## config.mk

```make
export PLATFORM = sky130hd
export DESIGN_NAME = seg_scan_driver
export DESIGN_NICKNAME = d
export VERILOG_FILES = /design/src/rtl/seg_scan_driver_pkg.sv /design/src/rtl/seg_scan_driver_bcd_to_seg.sv /design/src/rtl/seg_scan_driver.sv
export SDC_FILE = /design/constraint.sdc
export NUM_CORES = 1
export LEC_CHECK = 0
export CORE_ASPECT_RATIO = 0.8
export CORE_UTILIZATION = 57
export CTS_CLUSTER_DIAMETER = 40
export DETAILED_ROUTE_END_ITERATION = 16
export PLACE_DENSITY = 0.88
export SYNTH_ARGS = -nofsm -noshare
export SYNTH_HDL_FRONTEND = slang
export SYNTH_HIERARCHICAL = 1
export SYNTH_SLANG_ARGS = --single-unit
```

## constraint.sdc

```tcl
create_clock -name clk -period 3 [get_ports clk]
set_clock_uncertainty 0.15 [all_clocks]
set_input_delay 0.6 -clock clk [delete_from_list [all_inputs] [get_ports clk]]
set_output_delay 0.6 -clock clk [all_outputs]
set_load 0.03 [all_outputs]
```

## src/rtl/seg_scan_driver_pkg.sv

```systemverilog
// Shared definitions for the display path: mode encodings, segment constants,
// the per-frame snapshot record and the slot-to-anode mapping.
package seg_scan_driver_pkg;

    typedef enum logic [1:0] {
        MODE_COUNTER   = 2'b00,
        MODE_UNUSED    = 2'b01,
        MODE_ALARM     = 2'b10,
        MODE_STOPWATCH = 2'b11
    } mode_e;

    localparam logic [6:0] SEG_BLANK = 7'h7F;
    localparam logic [6:0] SEG_DASH  = 7'h3F;
    localparam logic [3:0] AN_OFF    = 4'hF;

    typedef struct packed {
        logic [3:0] left_ten;
        logic [3:0] left_one;
        logic [3:0] right_ten;
        logic [3:0] right_one;
        mode_e      mode;
    } snap_t;

    // Slot 0 is the leftmost digit, driven by an_n[3].
    function automatic logic [3:0] slot_anode(input logic [1:0] slot);
        logic [3:0] an;
        case (slot)
            2'd0:    an = 4'h7;
            2'd1:    an = 4'hB;
            2'd2:    an = 4'hD;
            2'd3:    an = 4'hE;
            default: an = AN_OFF;
        endcase
        return an;
    endfunction

endpackage

```

## src/rtl/seg_scan_driver_bcd_to_seg.sv

```systemverilog
// BCD to active-low 7-segment decoder, {g,f,e,d,c,b,a}; non-decimal codes show a dash.
module bcd_to_seg
    import seg_scan_driver_pkg::*;
(
    input  logic [3:0] bcd,
    output logic [6:0] seg_n
);

    // Segment lookup for one digit.
    always_comb begin
        seg_n = SEG_DASH;
        case (bcd)
            4'd0:    seg_n = 7'h40;
            4'd1:    seg_n = 7'h79;
            4'd2:    seg_n = 7'h24;
            4'd3:    seg_n = 7'h30;
            4'd4:    seg_n = 7'h19;
            4'd5:    seg_n = 7'h12;
            4'd6:    seg_n = 7'h02;
            4'd7:    seg_n = 7'h78;
            4'd8:    seg_n = 7'h00;
            4'd9:    seg_n = 7'h10;
            default: seg_n = SEG_DASH;
        endcase
    end

endmodule

```

## src/rtl/seg_scan_driver.sv

```systemverilog
// Four-digit multiplexed common-anode display driver with per-frame snapshot,
// guard blanking and mode-dependent separator. Option: LEADING_ZERO_BLANK_EN.
module seg_scan_driver
    import seg_scan_driver_pkg::*;
#(
    parameter int SCAN_DIV     = 50000,
    parameter int GUARD        = 4,
    parameter int HALF_SEC_DIV = 25000000
)(
    input  logic       clk,
    input  logic       rst_n,
    input  logic       en,
    input  logic [1:0] mode,
    input  logic [3:0] left_ten,
    input  logic [3:0] left_one,
    input  logic [3:0] right_ten,
    input  logic [3:0] right_one,
    output logic [6:0] seg_n,
    output logic       dp_n,
    output logic [3:0] an_n,
    output logic       frame_tick
);

    localparam int PW = (SCAN_DIV > 1) ? $clog2(SCAN_DIV) : 1;
    localparam int HW = (HALF_SEC_DIV > 1) ? $clog2(HALF_SEC_DIV) : 1;

    logic [PW-1:0] presc_r;
    logic [1:0]    slot_r;
    logic [HW-1:0] half_r;
    logic          blink_r;
    logic          started_r;
    snap_t         snap_r;

    logic          presc_last_s;
    logic          half_last_s;
    logic          frame_start_s;
    logic [3:0]    digit_s;
    logic [6:0]    dec_seg_s;
    logic [6:0]    seg_nxt_s;
    logic [3:0]    an_nxt_s;
    logic          dp_nxt_s;

    assign presc_last_s  = (presc_r == PW'(SCAN_DIV - 1));
    assign half_last_s   = (half_r == HW'(HALF_SEC_DIV - 1));
    // A frame begins on the 3->0 slot advance, or on the first enabled cycle out of reset.
    assign frame_start_s = en & (~started_r | (presc_last_s & (slot_r == 2'd3)));

    // Prescaler, slot index, blink timebase and frame snapshot; all hold while disabled.
    always_ff @(posedge clk or negedge rst_n) begin
        if (!rst_n) begin
            presc_r   <= '0;
            slot_r    <= 2'd0;
            half_r    <= '0;
            blink_r   <= 1'b0;
            started_r <= 1'b0;
            snap_r    <= '0;
        end else if (en) begin
            started_r <= 1'b1;
            presc_r   <= presc_last_s ? '0 : presc_r + 1'b1;
            if (presc_last_s) begin
                slot_r <= slot_r + 2'd1;
            end
            half_r <= half_last_s ? '0 : half_r + 1'b1;
            if (half_last_s) begin
                blink_r <= ~blink_r;
            end
            if (frame_start_s) begin
                snap_r <= '{left_ten:  left_ten,
                            left_one:  left_one,
                            right_ten: right_ten,
                            right_one: right_one,
                            mode:      mode_e'(mode)};
            end
        end
    end

    // Select the snapshot digit for the active slot.
    always_comb begin
        digit_s = snap_r.right_one;
        case (slot_r)
            2'd0:    digit_s = snap_r.left_ten;
            2'd1:    digit_s = snap_r.left_one;
            2'd2:    digit_s = snap_r.right_ten;
            2'd3:    digit_s = snap_r.right_one;
            default: digit_s = snap_r.right_one;
        endcase
    end

    bcd_to_seg u_dec (
        .bcd   (digit_s),
        .seg_n (dec_seg_s)
    );

    // Next output values: blank during guard or when disabled, else the active digit.
    always_comb begin
        seg_nxt_s = SEG_BLANK;
        an_nxt_s  = AN_OFF;
        dp_nxt_s  = 1'b1;
        if (en && (presc_r >= PW'(GUARD))) begin
            an_nxt_s = slot_anode(slot_r);
`ifdef LEADING_ZERO_BLANK_EN
            if ((slot_r == 2'd0) && (snap_r.left_ten == 4'd0) &&
                ((snap_r.mode == MODE_COUNTER) || (snap_r.mode == MODE_ALARM))) begin
                seg_nxt_s = SEG_BLANK;
            end else begin
                seg_nxt_s = dec_seg_s;
            end
`else
            seg_nxt_s = dec_seg_s;
`endif
            // The separator sits after the second digit.
            if (slot_r == 2'd1) begin
                case (snap_r.mode)
                    MODE_STOPWATCH: dp_nxt_s = 1'b0;
                    MODE_ALARM:     dp_nxt_s = 1'b0;
                    MODE_COUNTER:   dp_nxt_s = ~blink_r;
                    default:        dp_nxt_s = 1'b1;
                endcase
            end else begin
                dp_nxt_s = 1'b1;
            end
        end else begin
            seg_nxt_s = SEG_BLANK;
            an_nxt_s  = AN_OFF;
            dp_nxt_s  = 1'b1;
        end
    end

    // Output registers.
    always_ff @(posedge clk or negedge rst_n) begin
        if (!rst_n) begin
            seg_n      <= SEG_BLANK;
            dp_n       <= 1'b1;
            an_n       <= AN_OFF;
            frame_tick <= 1'b0;
        end else begin
            seg_n      <= seg_nxt_s;
            dp_n       <= dp_nxt_s;
            an_n       <= an_nxt_s;
            frame_tick <= frame_start_s;
        end
    end

endmodule
```

=== Yosys cells after proc, flatten, opt, wreduce, memory -nomap -nowiden ===
Memories as Yosys holds them, arrays and structs flattened.
Index checks and enable logic that the tools add are counted.
W data, S select, Z words.

* Register bits after elaboration: 76
* Bits in read-only memories: 112
* Bits of input ports: 21
* Output and inout port bits: 13
* Word-level logic and storage cells: 47
* Memories kept: 1

{| class="wikitable"
|+ Memories
! memory !! words !! bits a word !! read ports !! clocked after memory_dff !! wr ports !! line !! source
|-
| (name not given) || 16 || 7 || 1 || 0 || 0 || seg_scan_driver_bcd_to_seg.sv:12 || <nowiki>case (bcd)</nowiki>
|}

* $add $sub $neg: 3
* Magnitude comparators: 1
* Equality and inequality tests: 7
* Muxes and demuxes: 9
* Bitwise gates (word level): 5
* Reduce and logical (&&, ||, !) cells: 7

{| class="wikitable"
|+ Operators with widths
! cell !! number
|-
| $pmux W4 S4 || 2
|-
| $add A25 B1 Y25 const B || 1
|-
| $eq A25 B25 Y1 const B || 1
|-
| $mux W25 || 1
|-
| $add A16 B1 Y16 const B || 1
|-
| $eq A16 B16 Y1 const B || 1
|-
| $ge A16 B3 Y1 const B || 1
|-
| $mux W16 || 1
|-
| $eq A2 B2 Y1 const B || 4
|-
| $mux W7 || 1
|-
| $reduce_and A2 Y1 || 3
|-
| $logic_not A2 Y1 || 2
|-
| $mux W4 || 1
|-
| $add A2 B1 Y2 const B || 1
|-
| $and A1 B1 Y1 || 2
|-
| $eq A2 B1 Y1 const B || 1
|-
| $mux W1 || 2
|-
| $not A1 Y1 || 2
|-
| $pmux W1 S2 || 1
|-
| $reduce_or A2 Y1 || 1
|-
| $logic_and A1 B1 Y1 || 1
|-
| $or A1 B1 Y1 || 1
|}

=== Depth between registers and ports, before layout ===
* Depth in word-level cells: 5
* Mapped depth: 9

=== By module ===
Netlist, hierarchy kept.

{| class="wikitable"
|+ By module, submodules not included
! module !! instances !! cells an instance !! area an instance (um2) !! seq. area each (um2)
|-
| seg_scan_driver || 1 || 307 || 3557.2 || 1916.8
|-
| bcd_to_seg || 1 || 31 || 240.2 || 0.0
|}

=== Worst setup path before layout ===
No wires, ideal clock.

* Kind: flip-flop to flip-flop
* Start point: register slot_r[0]
* End point: register seg_n[4]
* Library setup time: 0.064 ns
* Arrival: 2.181 ns
* Setup slack: 0.605 ns
* Stages on the path, launching flop included: 10
* Path buffers: 1
* Path through: dfrtp_1 > inv_1 > ha_1 > buf_1 > mux2i_1 > inv_1 > ha_1 > or2b_1 > a31oi_1 > nand2b_1

* Longest elaborated chain between the ends: 4
* Elaborated cells on any way between the ends: 7
* Classes of those cells: eq/ne: 3; mux: 2; reduce/logical: 1; memory: 1

{| class="wikitable"
|+ Ends and longest elaborated chain
! what !! line !! source
|-
| start: declaration || seg_scan_driver.sv:28 || <nowiki>logic [1:0] slot_r;</nowiki>
|-
| start signal: assignment || seg_scan_driver.sv:61 || <nowiki>slot_r <= slot_r + 2'd1;</nowiki>
|-
| $eq A2 B2 Y1, or another cell as far along || seg_scan_driver.sv:80 || <nowiki>case (slot_r)</nowiki>
|-
| $pmux W4 S4 (*) || seg_scan_driver.sv:80 ||
|-
| via digit_s[1] || seg_scan_driver.sv:37 || <nowiki>logic [3:0] digit_s;</nowiki>
|-
| $mem_v2 Z16 W7 (*) || n/a ||
|-
| via dec_seg_s[4] || seg_scan_driver.sv:38 || <nowiki>logic [6:0] dec_seg_s;</nowiki>
|-
| $mux W7 (*) || seg_scan_driver.sv:99 || <nowiki>if (en && (presc_r >= PW'(GUARD))) begin</nowiki>
|-
| via seg_nxt_s[4] || seg_scan_driver.sv:39 || <nowiki>logic [6:0] seg_nxt_s;</nowiki>
|-
| end signal: assignment || seg_scan_driver.sv:137 || <nowiki>seg_n <= seg_nxt_s;</nowiki>
|-
| end: declaration || seg_scan_driver.sv:18 || <nowiki>output logic [6:0] seg_n,</nowiki>
|}

The timed path passes the listed nets; every way through them passes the cells marked *.
A chain may end at the register's enable or synchronous reset.

=== Worst setup path in the final report ===
* Start point: register slot_r[0]
* End point: register seg_n[3]

Same word-level chain as after synthesis.

==> results.sh <==
export IMPL_ys_flop_type="dfrtp_1"
export IMPL_clkTransAtPathRegs_ns=0.07
export IMPL_gr_total_overflow=0
export IMPL_start_util_pct=59.3
export IMPL_cts_resized_gates=0
export IMPL_htreeDepth=3
export IMPL_hp_class="primary input to async pin"
export IMPL_synth_distinct_cells=55
export IMPL_r2r_cells=8
export IMPL_drt_wl_total_um=7690
export IMPL_status="finished, final reports clean"
export IMPL_relSlewSlack_pct=38.9
export IMPL_die_width_um=93.3
export IMPL_min_period_ns=2.66
export IMPL_cts_root_buffer="clkbuf_8"
export IMPL_syn_to_final_growth_pct=16.3
export IMPL_gp_congestion=0.875
export IMPL_die_area_sq_um=6990
export IMPL_post_route_period_util_pct=88.7
export IMPL_cts_sinks=76
export IMPL_core_sq_um=6410
export IMPL_nets=410
export IMPL_worstSetupPathType="flop to flop"
export IMPL_die_y_um=75.0
export IMPL_io_buffers=33
export IMPL_cts_setup_buffers=0
export IMPL_ys_ff_latch=76
export IMPL_grt_usage_pct=24.8
export IMPL_p_switching_uw=771
export IMPL_hold_buffers=0
export IMPL_final_area_sq_um=4420
export IMPL_critical_path_arrival_ns=2.79
export IMPL_synth_top_family_by_area="simple AND/OR/NAND/NOR gates"
export IMPL_fin_setup_tns_ns=0
export IMPL_grt_max_degree=35
export IMPL_cp_start_kind="flop"
export IMPL_seq_power_share_pct=50.2
export IMPL_end_kind="flop"
export IMPL_clk_latency_ns=0.35
export IMPL_routedWlPerCell_um=16.5
export IMPL_viasPerCell=5.82
export IMPL_internal_power_mw=1.85
export IMPL_rsz0062_at_grt="false"
export IMPL_yosysWarnings=6
export IMPL_power_density_nw_per_um2=594
export IMPL_finalMaxSlewViolations=0
export IMPL_cts_buffers=9
export IMPL_antenna_diode_count=0
export IMPL_drt_iter0_drc=156
export IMPL_required_ns=3.13
export IMPL_antenna_found_initial=0
export IMPL_synthArstFlopShare_pct=100
export IMPL_avgSynthCellArea_sq_um=11.2
export IMPL_synth_fa_ha_area_share_pct=3.95
export IMPL_tightest_slew_ns=0.892
export IMPL_switching_share_pct=29.4
export IMPL_tritoncts="done"
export IMPL_layout_drive_gt1_share_pct=16.5
export IMPL_hold_viol=0
export IMPL_drc_errors=0
export IMPL_netlist_area_sq_um=3800
export IMPL_pwr_share_clk_pct=29.0
export IMPL_dpl_cell_area_sq_um=4230
export IMPL_ys_seq_area_share_pct=50.5
export IMPL_ios=34
export IMPL_num_vias=2711
export IMPL_grt_pass1_wl_um=13100
export IMPL_crit_path_max_fanout=7
export IMPL_postRouteAntennaNets=0
export IMPL_rows=26
export IMPL_synth_xor_area_share_pct=6.23
export IMPL_p_leak_nw=1.92
export IMPL_clock_path_buffers=2
export IMPL_comb_power_share_pct=20.8
export IMPL_setup_viol=0
export IMPL_drv_cap=0
export IMPL_syn_inst=338
export IMPL_synthSimpleGateAreaFrac_pct=19.5
export IMPL_fmax_mhz=376
export IMPL_muxShareOfSynthArea_pct=8.11
export IMPL_post_dp_hpwl_um=5530
export IMPL_placedCellCount=450
export IMPL_synth_edff_count=0
export IMPL_drtPass1Iterations=5
export IMPL_synth_compound_gate_area_share_pct=7.51
export IMPL_grt_pass1_vias=2679
export IMPL_peakVddDrop_mv=0.298
export IMPL_synth_fp_nets=371
export IMPL_pre_cts_ws_ns=0.275
export IMPL_setup_ws_ns=0.340
export IMPL_fin_cells=466
-- area by class of cell --
cell class              instances  area, sq um
fillers                       451         1990
flip-flops and latches         76         1920
multi-input cells             231         1720
repair buffers                 43          425
clock buffers                  14          153
well taps                      84          105
inverters                      16         60.1
clock inverters                 2         35.0
-- power by group through the flow --
stage	Clock [mW]	Combinational, mW	Sequential, mW
2_1_floorplan	0	0.299	1.37
3_3_place_gp	0	0.514	1.32
3_5_place_dp	0	0.543	1.33
4_1_cts	0.777	0.549	1.31
5_1_grt	0.813	0.595	1.34
6_report	0.761	0.545	1.32
-- cells in the mapped netlist (all sizes together), types with 2 or more instances --
| library cell | count | share of area (%) |
|---|---|---|
| nor2 | 18 | 1.8 |
| buf | 10 | 2.1 |
| inv | 16 | 1.6 |
| and4 | 8 | 1.9 |
| nor2b | 2 | 0.53 |
| nor3 | 5 | 0.79 |
| xnor2 | 13 | 3.0 |
| clkbuf | 5 | 0.53 |
| o31ai | 8 | 1.6 |
| dfrtp | 64 | 42 |
| a21oi | 11 | 1.4 |
| a222oi | 4 | 1.1 |
| and3 | 5 | 0.82 |
| mux2 | 19 | 6.5 |
| mux2i | 6 | 1.6 |
| or4 | 7 | 1.4 |
| and2 | 3 | 0.49 |
| nand4 | 14 | 2.7 |
| or2 | 3 | 0.49 |
| xor2 | 14 | 3.2 |
| nor4 | 4 | 1.1 |
| and2b | 2 | 0.46 |
| a22oi | 2 | 0.40 |
| o22ai | 2 | 0.69 |
| nand2b | 8 | 1.3 |
| nand2 | 27 | 2.7 |
| dfstp | 12 | 8.3 |
| o21ai | 7 | 0.92 |
| nand3 | 13 | 1.7 |
| ha | 12 | 4.0 |
| o211ai | 3 | 0.59 |
| or3 | 2 | 0.33 |
-- per-stage QoR --
step                total power [mW]  hold WS [ns]  utilization [%]
finish                          2.62         0.173             68.9
global route                    2.74         0.234             68.9
CTS                             2.64         0.185             68.9
detailed placement              1.88         0.317             66.0
global placement                1.84         0.283             66.0
floorplan                       1.67         0.154                -
-- registers in the layout, indices dropped and copies added (netlist names) --
| register | count |
|---|---|
| slot_r | 2 |
| seg_n | 7 |
| blink_r | 1 |
| half_r | 25 |
| started_r | 1 |
| snap_r | 18 |
| an_n | 4 |
| presc_r | 16 |
| dp_n | 1 |
| frame_tick | 1 |
-- logic make-up (layout without fill, tap and decap cells) --
group | Yosys count | count (layout)
fa+ha+maj | 12 | 12
xor+xnor | 27 | 27
flops | 76 | 76
simple gates | 126 | 126
buf+inv | 31 | 75
compound gates | 41 | 41
mux | 25 | 25
-- critical path: stages (launching register included) --
cell      delay (ns)
dfrtp_1         0.41
inv_1           0.13
ha_1            0.35
mux2i_1         0.66
inv_1           0.18
ha_1            0.22
mux2i_1         0.21
a22oi_1         0.11
nand2b_1        0.16
-- placed cells by master (no fill, tap or decap), types with 7 or more instances in the layout --
cell / n
a21oi_1: 11
and4_1: 7
buf_4: 8
clkbuf_8: 10
clkdlybuf4s50_1: 32
dfrtp_1: 64
dfstp_2: 12
ha_1: 12
inv_1: 16
mux2_2: 10
mux2_4: 9
nand2_1: 27
nand2b_1: 8
nand3_1: 13
nand4_1: 13
nor2_1: 18
o21ai_0: 7
o31ai_1: 8
or4_1: 7
xnor2_1: 13
xor2_1: 14
-- final timing paths --
kind / endpoint / slack, ns / startpoint
worst max-delay path: seg_n[3] / 0.34 / slot_r[0]
worst min-delay path: snap_r[8] / 0.17 / rst_n
worst max register to register: seg_n[3] / 0.34 / slot_r[0]
worst min register to register: blink_r / 0.33 / blink_r
max in group asynchronous: half_r[20] / 1.78 / rst_n
min in group clk: blink_r / 0.33 / blink_r
-- layer usage --
metal  share of wire, %  vias to the layer above  track usage, %
met5                  0                        -               0
met4                1.1                        0            9.40
met3                3.6                       12            6.46
met2                 49                       55            41.1
met1                 46                     1368            32.1
li1                   -                     1276               -
(Power assumes the default switching activity.)
